===== config.mk =====
export PLATFORM = sky130hd
export DESIGN_NAME = playback_sequencer
export DESIGN_NICKNAME = d
export VERILOG_FILES = /design/src/rtl/playback_sequencer.sv
export SDC_FILE = /design/constraint.sdc
export NUM_CORES = 1
export LEC_CHECK = 0
export BUFFER_PORTS_ARGS = -buffer_cell sky130_fd_sc_hd__buf_2
export CAP_MARGIN = 20
export CORE_MARGIN = 10
export CORE_UTILIZATION = 43
export CTS_CLUSTER_SIZE = 40
export DETAILED_ROUTE_END_ITERATION = 10
export MAX_ROUTING_LAYER = met4
export PLACE_DENSITY = 0.65
export SETUP_SLACK_MARGIN = 0.2
export SLEW_MARGIN = 10
export SYNTH_ARGS = -nofsm -noshare
export SYNTH_HDL_FRONTEND = slang
export SYNTH_SLANG_ARGS = --single-unit
export TNS_END_PERCENT = 100

===== constraint.sdc =====
create_clock -name clk -period 8.55 [get_ports clk]
set_clock_uncertainty 0.05 [all_clocks]
set_input_delay 0.855 -clock clk [delete_from_list [all_inputs] [get_ports clk]]
set_output_delay 0.855 -clock clk [all_outputs]
set_load 0.01 [all_outputs]

===== src/rtl/playback_sequencer.sv =====
// Sample-rate scheduler and flash read master for the audio playback path.
// One sample per programmable tick: pulse the address generator, fetch a flash word if it is fresh, and emit a 16-bit half.
module playback_sequencer #(
    parameter logic [15:0] DIV_DEFAULT = 16'd1136,
    parameter logic [15:0] DIV_STEP    = 16'd32,
    parameter logic [15:0] DIV_MIN     = 16'd256,
    parameter logic [15:0] DIV_MAX     = 16'd4095
) (
    input  logic        clk,
    input  logic        rst_n,
    input  logic [7:0]  keyboard_in,
    input  logic        key_data_ready,
    input  logic        spd_up,
    input  logic        spd_dn,
    input  logic        spd_rst,
    output logic        gen_start,
    output logic        back_mode,
    input  logic [22:0] gen_addr,
    input  logic        gen_is_old,
    input  logic        gen_finish,
    output logic        flash_read,
    output logic [22:0] flash_address,
    input  logic        flash_waitrequest,
    input  logic [31:0] flash_readdata,
    input  logic        flash_readdatavalid,
    output logic [15:0] sample,
    output logic        sample_valid,
    output logic        playing,
    output logic [15:0] divider
);

    localparam logic [7:0] KEY_PLAY  = 8'h24;
    localparam logic [7:0] KEY_PAUSE = 8'h23;
    localparam logic [7:0] KEY_BACK  = 8'h32;
    localparam logic [7:0] KEY_FWD   = 8'h2b;

    typedef enum logic [2:0] {
        IDLE,
        ARM,
        GEN,
        READ,
        WAIT_DATA,
        EMIT
    } state_t;

    state_t      state;
    state_t      state_nxt;
    logic [15:0] tick_cnt;
    logic [15:0] active_div;
    logic        tick_wrap;
    logic        tick_pending;
    logic [31:0] word_reg;
    logic        dir_latched;
    logic        sel_high;
    logic        half_sel;

    always_ff @(posedge clk or negedge rst_n) begin
        if (!rst_n) begin
            playing   <= 1'b0;
            back_mode <= 1'b0;
        end else if (key_data_ready) begin
            case (keyboard_in)
                KEY_PLAY:  playing   <= 1'b1;
                KEY_PAUSE: playing   <= 1'b0;
                KEY_BACK:  back_mode <= 1'b1;
                KEY_FWD:   back_mode <= 1'b0;
                default: ;
            endcase
        end
    end

    always_ff @(posedge clk or negedge rst_n) begin
        if (!rst_n) begin
            divider <= DIV_DEFAULT;
        end else if (spd_rst) begin
            divider <= DIV_DEFAULT;
        end else if (spd_up) begin
            divider <= (divider < DIV_MIN + DIV_STEP) ? DIV_MIN : divider - DIV_STEP;
        end else if (spd_dn) begin
            divider <= (divider > DIV_MAX - DIV_STEP) ? DIV_MAX : divider + DIV_STEP;
        end
    end

    // The counter compares against a copy of the divider taken at each wrap,
    // so a speed change never truncates or stretches the period in progress.
    assign tick_wrap = playing && (tick_cnt == active_div - 16'd1);

    always_ff @(posedge clk or negedge rst_n) begin
        if (!rst_n) begin
            tick_cnt   <= 16'd0;
            active_div <= DIV_DEFAULT;
        end else if (!playing || tick_wrap) begin
            tick_cnt   <= 16'd0;
            active_div <= divider;
        end else begin
            tick_cnt <= tick_cnt + 16'd1;
        end
    end

    always_ff @(posedge clk or negedge rst_n) begin
        if (!rst_n) begin
            tick_pending <= 1'b0;
        end else if (tick_wrap) begin
            tick_pending <= 1'b1;
        end else if (!playing || state == IDLE) begin
            tick_pending <= 1'b0;
        end
    end

    always_ff @(posedge clk or negedge rst_n) begin
        if (!rst_n) begin
            state <= IDLE;
        end else begin
            state <= state_nxt;
        end
    end

    always_comb begin
        state_nxt    = state;
        gen_start    = 1'b0;
        sample_valid = 1'b0;
        case (state)
            IDLE:      if (tick_pending) state_nxt = ARM;
            ARM: begin
                gen_start = 1'b1;
                state_nxt = GEN;
            end
            GEN:       if (gen_finish) state_nxt = gen_is_old ? READ : EMIT;
            READ:      if (!flash_waitrequest) state_nxt = WAIT_DATA;
            WAIT_DATA: if (flash_readdatavalid) state_nxt = EMIT;
            EMIT: begin
                sample_valid = 1'b1;
                state_nxt    = IDLE;
            end
            default:   state_nxt = IDLE;
        endcase
    end

    // Fresh words play their "first" half for the current direction, reused
    // words the other half; this selection is frozen when GEN finishes.
    assign half_sel = dir_latched ~^ gen_is_old;

    always_ff @(posedge clk or negedge rst_n) begin
        if (!rst_n) begin
            dir_latched   <= 1'b0;
            sel_high      <= 1'b0;
            flash_read    <= 1'b0;
            flash_address <= 23'd0;
            word_reg      <= 32'd0;
            sample        <= 16'd0;
        end else begin
            case (state)
                ARM: dir_latched <= back_mode;
                GEN: begin
                    if (gen_finish) begin
                        sel_high <= half_sel;
                        if (gen_is_old) begin
                            flash_read    <= 1'b1;
                            flash_address <= gen_addr;
                        end else begin
                            sample <= half_sel ? word_reg[31:16] : word_reg[15:0];
                        end
                    end
                end
                READ: if (!flash_waitrequest) flash_read <= 1'b0;
                WAIT_DATA: begin
                    if (flash_readdatavalid) begin
                        word_reg <= flash_readdata;
                        sample   <= sel_high ? flash_readdata[31:16] : flash_readdata[15:0];
                    end
                end
                default: ;
            endcase
        end
    end

endmodule

## Word level (Yosys, flattened, before mapping)

Cells that the tools add are included.
Widths: inputs -> output; s select.

| word-level totals | value |
|---|---|
| bits in registers | 128 |
| logic and storage cells | 83 |

| operators by class | value |
|---|---|
| bitwise logic cells | 1 |
| add/subtract/negate cells | 4 |
| equality and inequality tests | 16 |
| magnitude comparators | 2 |
| mux-type cells | 28 |
| reduce and logical (&&, ||, !) cells | 19 |

Operator list:

| operator | number |
|---|---|
| $mux 16 | 11 |
| $eq 8x6->1 const B | 4 |
| $pmux 16 s2 | 1 |
| $add 16x1->16 const B | 1 |
| $add 16x6->16 const B | 1 |
| $eq 16x16->1 | 1 |
| $gt 16x12->1 const B | 1 |
| $lt 16x9->1 const B | 1 |
| $sub 16x1->16 const B | 1 |
| $sub 16x6->16 const B | 1 |
| $mux 3 | 5 |
| $pmux 3 s5 | 1 |
| $ne 2x2->1 const B | 6 |
| $reduce_and 4->1 | 3 |
| $reduce_bool 2->1 | 5 |
| $reduce_and 2->1 | 4 |
| $mux 1 | 7 |
| $eq 3x2->1 const B | 2 |
| $eq 3x3->1 const B | 2 |
| $pmux 1 s2 | 3 |
| $eq 3x1->1 const B | 1 |
| $logic_not 3->1 | 1 |
| $reduce_and 3->1 | 1 |
| $reduce_bool 3->1 | 1 |
| other kinds (4) | 5 |

## Longest topological paths before layout

| depth | value |
|---|---|
| depth in word-level cells | 5 |
| depth in mapped cells | 10 |

## Least setup slack after synthesis

No wires, ideal clock.

| timing | value |
|---|---|
| kind | register -> register |
| from | register active_div[4] |
| to | register active_div[11] |
| setup slack | 5.427 ns |
| library setup time | 0.125 ns |
| cell stages (with the launch flop) | 10 |
| path buffers | 1 |
| period minus slack after synthesis | 3.123 ns |
| data arrival time | 2.948 ns |
| cells stage by stage | dfstp_2 > inv_1 > ha_1 > nor4b_2 > xnor2_1 > or4_1 > or4b_4 > o41ai_4 > buf_6 > mux2_4 |

| on the way | value |
|---|---|
| longest elaborated chain between the ends | 4 |

Ends and longest elaborated chain:

| what | line | text |
|---|---|---|
| from (decl) | 49 | `logic [15:0] active_div;` |
| from (signal assigned) | 94 | `active_div <= divider;` |
| $sub 16x1->16 | 86 | `assign tick_wrap = playing && (tick_cnt == active_div - 16'd1);` |
| $eq 16x16->1 | 86 |  |
| $logic_and 1x1->1 | 86 |  |
| $logic_or 1x1->1 | 92 | `end else if (!playing \|\| tick_wrap) begin` |

Every way passes these cells.
A chain may end at the register's enable or synchronous reset.

## Final worst setup path

| timing | value |
|---|---|
| from | register active_div[3] |
| to | register active_div[12] |

The elaborated chain is that of the path after synthesis.

==> results.json <==
{
  "status": "finished clean",
  "irDropWorstVdd_mv": 0.1539,
  "synth_fp_nets": 669,
  "io_pins": 133,
  "post-route-util": 0.5385,
  "arrival_ps": 4110,
  "worstSkewPairLatency_ps": 420,
  "max_freq_mhz": 259.2,
  "p_sw_uw": 746.7,
  "drtIter0Drc": 323,
  "fin_area_sq_um": 7796,
  "dp_hpwl_mm": 11.27,
  "synth_warnings": 0,
  "cp.required_ps": 8800,
  "dp_cells": 879,
  "post_cts.repair.setup_buffers": 0,
  "synth_edf_count": 0,
  "num_vias": 4937,
  "yosysMostFrequentCell": "dfrtp_1",
  "avgViaCountPerCell": 5.413,
  "worst_slew_pin_slew_ps": 954.5,
  "largest_reg_flops": 32,
  "crit_type": "flop to flop",
  "numCtsBuffers": 17,
  "die_h_um": 141.2,
  "die_w_um": 141.2,
  "cts.clk_slew.worst_paths_ps": 50,
  "ant_nets": 0,
  "syn_avg_cell_area_sq_um": 10.66,
  "crit_fanout": 22,
  "power_mw": 2.435,
  "avgRoutedWirePerCell_um": 17.33,
  "synthTopCellsByArea": "dfrtp_1 (45%), mux2_2 (11%), nand2_1 (3.4%)",
  "switching_share": 0.3067,
  "grt_pass1_vias": 5108,
  "nNetsFinal": 794,
  "fp.dieArea_sq_um": 19930,
  "cts.path.max_buffers": 2,
  "grt_antenna_before_repair": 0,
  "synth_commonest_cells": "dfrtp_1 (114), mux2_2 (64), nand2_1 (58)",
  "fillers": 1264,
  "post_cts_resized": 0,
  "wl_met1_mm": 6.771,
  "r2r_cells": 9,
  "grt_pass1_wl_mm": 25.93,
  "syn_inst": 592,
  "synthArstFlopShare": 1.000,
  "overflow": 0,
  "finalSetupTns_ps": 0,
  "cts_tree": "built",
  "yosysTopAreaCell": "dfrtp_1",
  "setup_viol_count_final": 0,
  "dpl-instance-area_sq_um": 7097,
  "wl_met3_um": 930,
  "post-route-period-util": 0.4513,
  "synth.distinct_cells": 52,
  "slew_violations": 0,
  "max_cap_viol_count": 0,
  "layout_min_cycle_time_ps": 3859,
  "drc": 0,
  "cts-htree-levels": 4,
  "drt_pass1_iterations": 5,
  "slew_headroom": 0.3605,
  "combPwrFrac": 0.288,
  "grt_usage": 0.1628,
  "place_congestion": 0.8604,
  "rows": 44,
  "cts_sinks": 122,
  "hold_ws_ps": 438.4,
  "antenna_cells": 0,
  "power_frac_seq": 0.392,
  "power_density_nw_per_um2": 312.3,
  "syn-cell-area_sq_um": 6314,
  "clkPwrFrac": 0.320,
  "synth_seq_cells": 122,
  "yosysSeqAreaShare": 0.4851,
  "startpoint_type": "flop",
  "worst_path_largest_cell_delay_ps": 650,
  "top_layer_used": "met4",
  "synthFlopType": "dfrtp_1",
  "root_buffer": "clkbuf_16",
  "final_cells": 912,
  "synth_top_area_frac": 0.4518,
  "drive_above_1_share": 0.3599,
  "area.growth.synth_to_final_pct": 23.48,
  "routed_wl_mm": 15.81,
  "p_leak_nw": 3.529,
  "ctsHoldBuffers": 0,
  "critical_path.endpoint_type": "flop",
  "slowest_stage": "o41ai_4",
  "p_int_mw": 1.688,
  "path_cells": "inv_1 -> ha_1 -> nor4b_2 -> xnor2_1 -> or4_1 -> or4b_4 -> o41ai_4 -> buf_4 -> mux2_1",
  "layout_setup_ws_ps": 4691,
  "post-place-ws_ps": 4715,
  "wl_met2_mm": 7.879,
  "hold_viol_final": 0,
  "initial_core_util": 0.4361,
  "min_path_cells": 1,
  "coreArea_sq_um": 14480,
  "portBuffers": 132,
  "grt_max_degree": 69,
  "rsz0062_at_grt": "no",
  "hp-class": "flop to flop"
}
metal layers:
layer,vias to the layer above,GRT usage
met4,0,0.06196
met5,-,-
met1,2423,0.1960
li1,2352,-
met2,142,0.2559
met3,20,0.04367
power groups by stage:
stage / sequential (mW) / combinational (mW) / clock [mW]
after CTS: 0.964 / 0.689 / 0.796
after detailed placement: 0.972 / 0.685 / 0
after global routing: 0.986 / 0.773 / 0.823
final: 0.954 / 0.702 / 0.779
after floorplan: 0.952 / 0.456 / 0
after global placement: 0.957 / 0.665 / 0
critical path: cells and delay by family (launching register included):
kind	cells	cell delay (ps)
buffers and inverters	2	530
muxes	1	360
AOI/OAI and AO/OA	1	650
DFF	1	450
xor gates and xnor gates	1	100
and+or+nand+nor	3	1370
adders and majority gates	1	210
cells in the final DEF (no fill, tap or decap), drive strengths merged, types with 3 or more instances in the layout:
cell	count
nand2	58
nor4b	3
mux2	85
xnor2	20
nand2b	6
nand3	24
or4	3
clkbuf	24
nor2	45
o31ai	3
mux2i	5
inv	12
a21oi	17
nor3	13
buf	140
o41ai	4
nand4	4
nor2b	20
xor2	17
dfstp	8
dfrtp	114
bufinv	4
a31oi	23
a211oi	18
nor3b	3
nor4	5
o21ai	17
ha	4
and3	4
area by class of cell:
cell class                      instances  area [sq um]  share of cell area
Clock inverter                          6         133.9             0.01717
Timing Repair Buffer                  140         754.5             0.09677
Sequential cell                       122          3063              0.3929
Tap cell                              184         230.2             0.02953
Clock buffer                           24         511.7             0.06564
Multi-Input combinational cell        424          3058              0.3922
Inverter                               12         45.04            0.005778
worst paths after layout:
check	from	end	slack [ps]
worst max-delay path	active_div[3]$_DFFE_PN0P_	active_div[12]$_DFFE_PN0P_	4690
worst min-delay path	word_reg[7]$_DFFE_PN0P_	word_reg[7]$_DFFE_PN0P_	440
worst max register to register	active_div[3]$_DFFE_PN0P_	active_div[12]$_DFFE_PN0P_	4690
worst min register to register	word_reg[7]$_DFFE_PN0P_	word_reg[7]$_DFFE_PN0P_	440
max in group asynchronous	rst_n	flash_address[18]$_DFFE_PN0P_	6710
min in group asynchronous	rst_n	word_reg[2]$_DFFE_PN0P_	500
cells by family after synthesis:
| logic type | synth area share |
|---|---|
| simple gates | 0.1564 |
| compound gates | 0.1005 |
| mux | 0.1655 |
| flops | 0.4851 |
| buf+inv | 0.03329 |
| fa+ha+maj | 0.007927 |
| xor+xnor | 0.05133 |
Note: power is estimated with default switching activity, not from simulation.
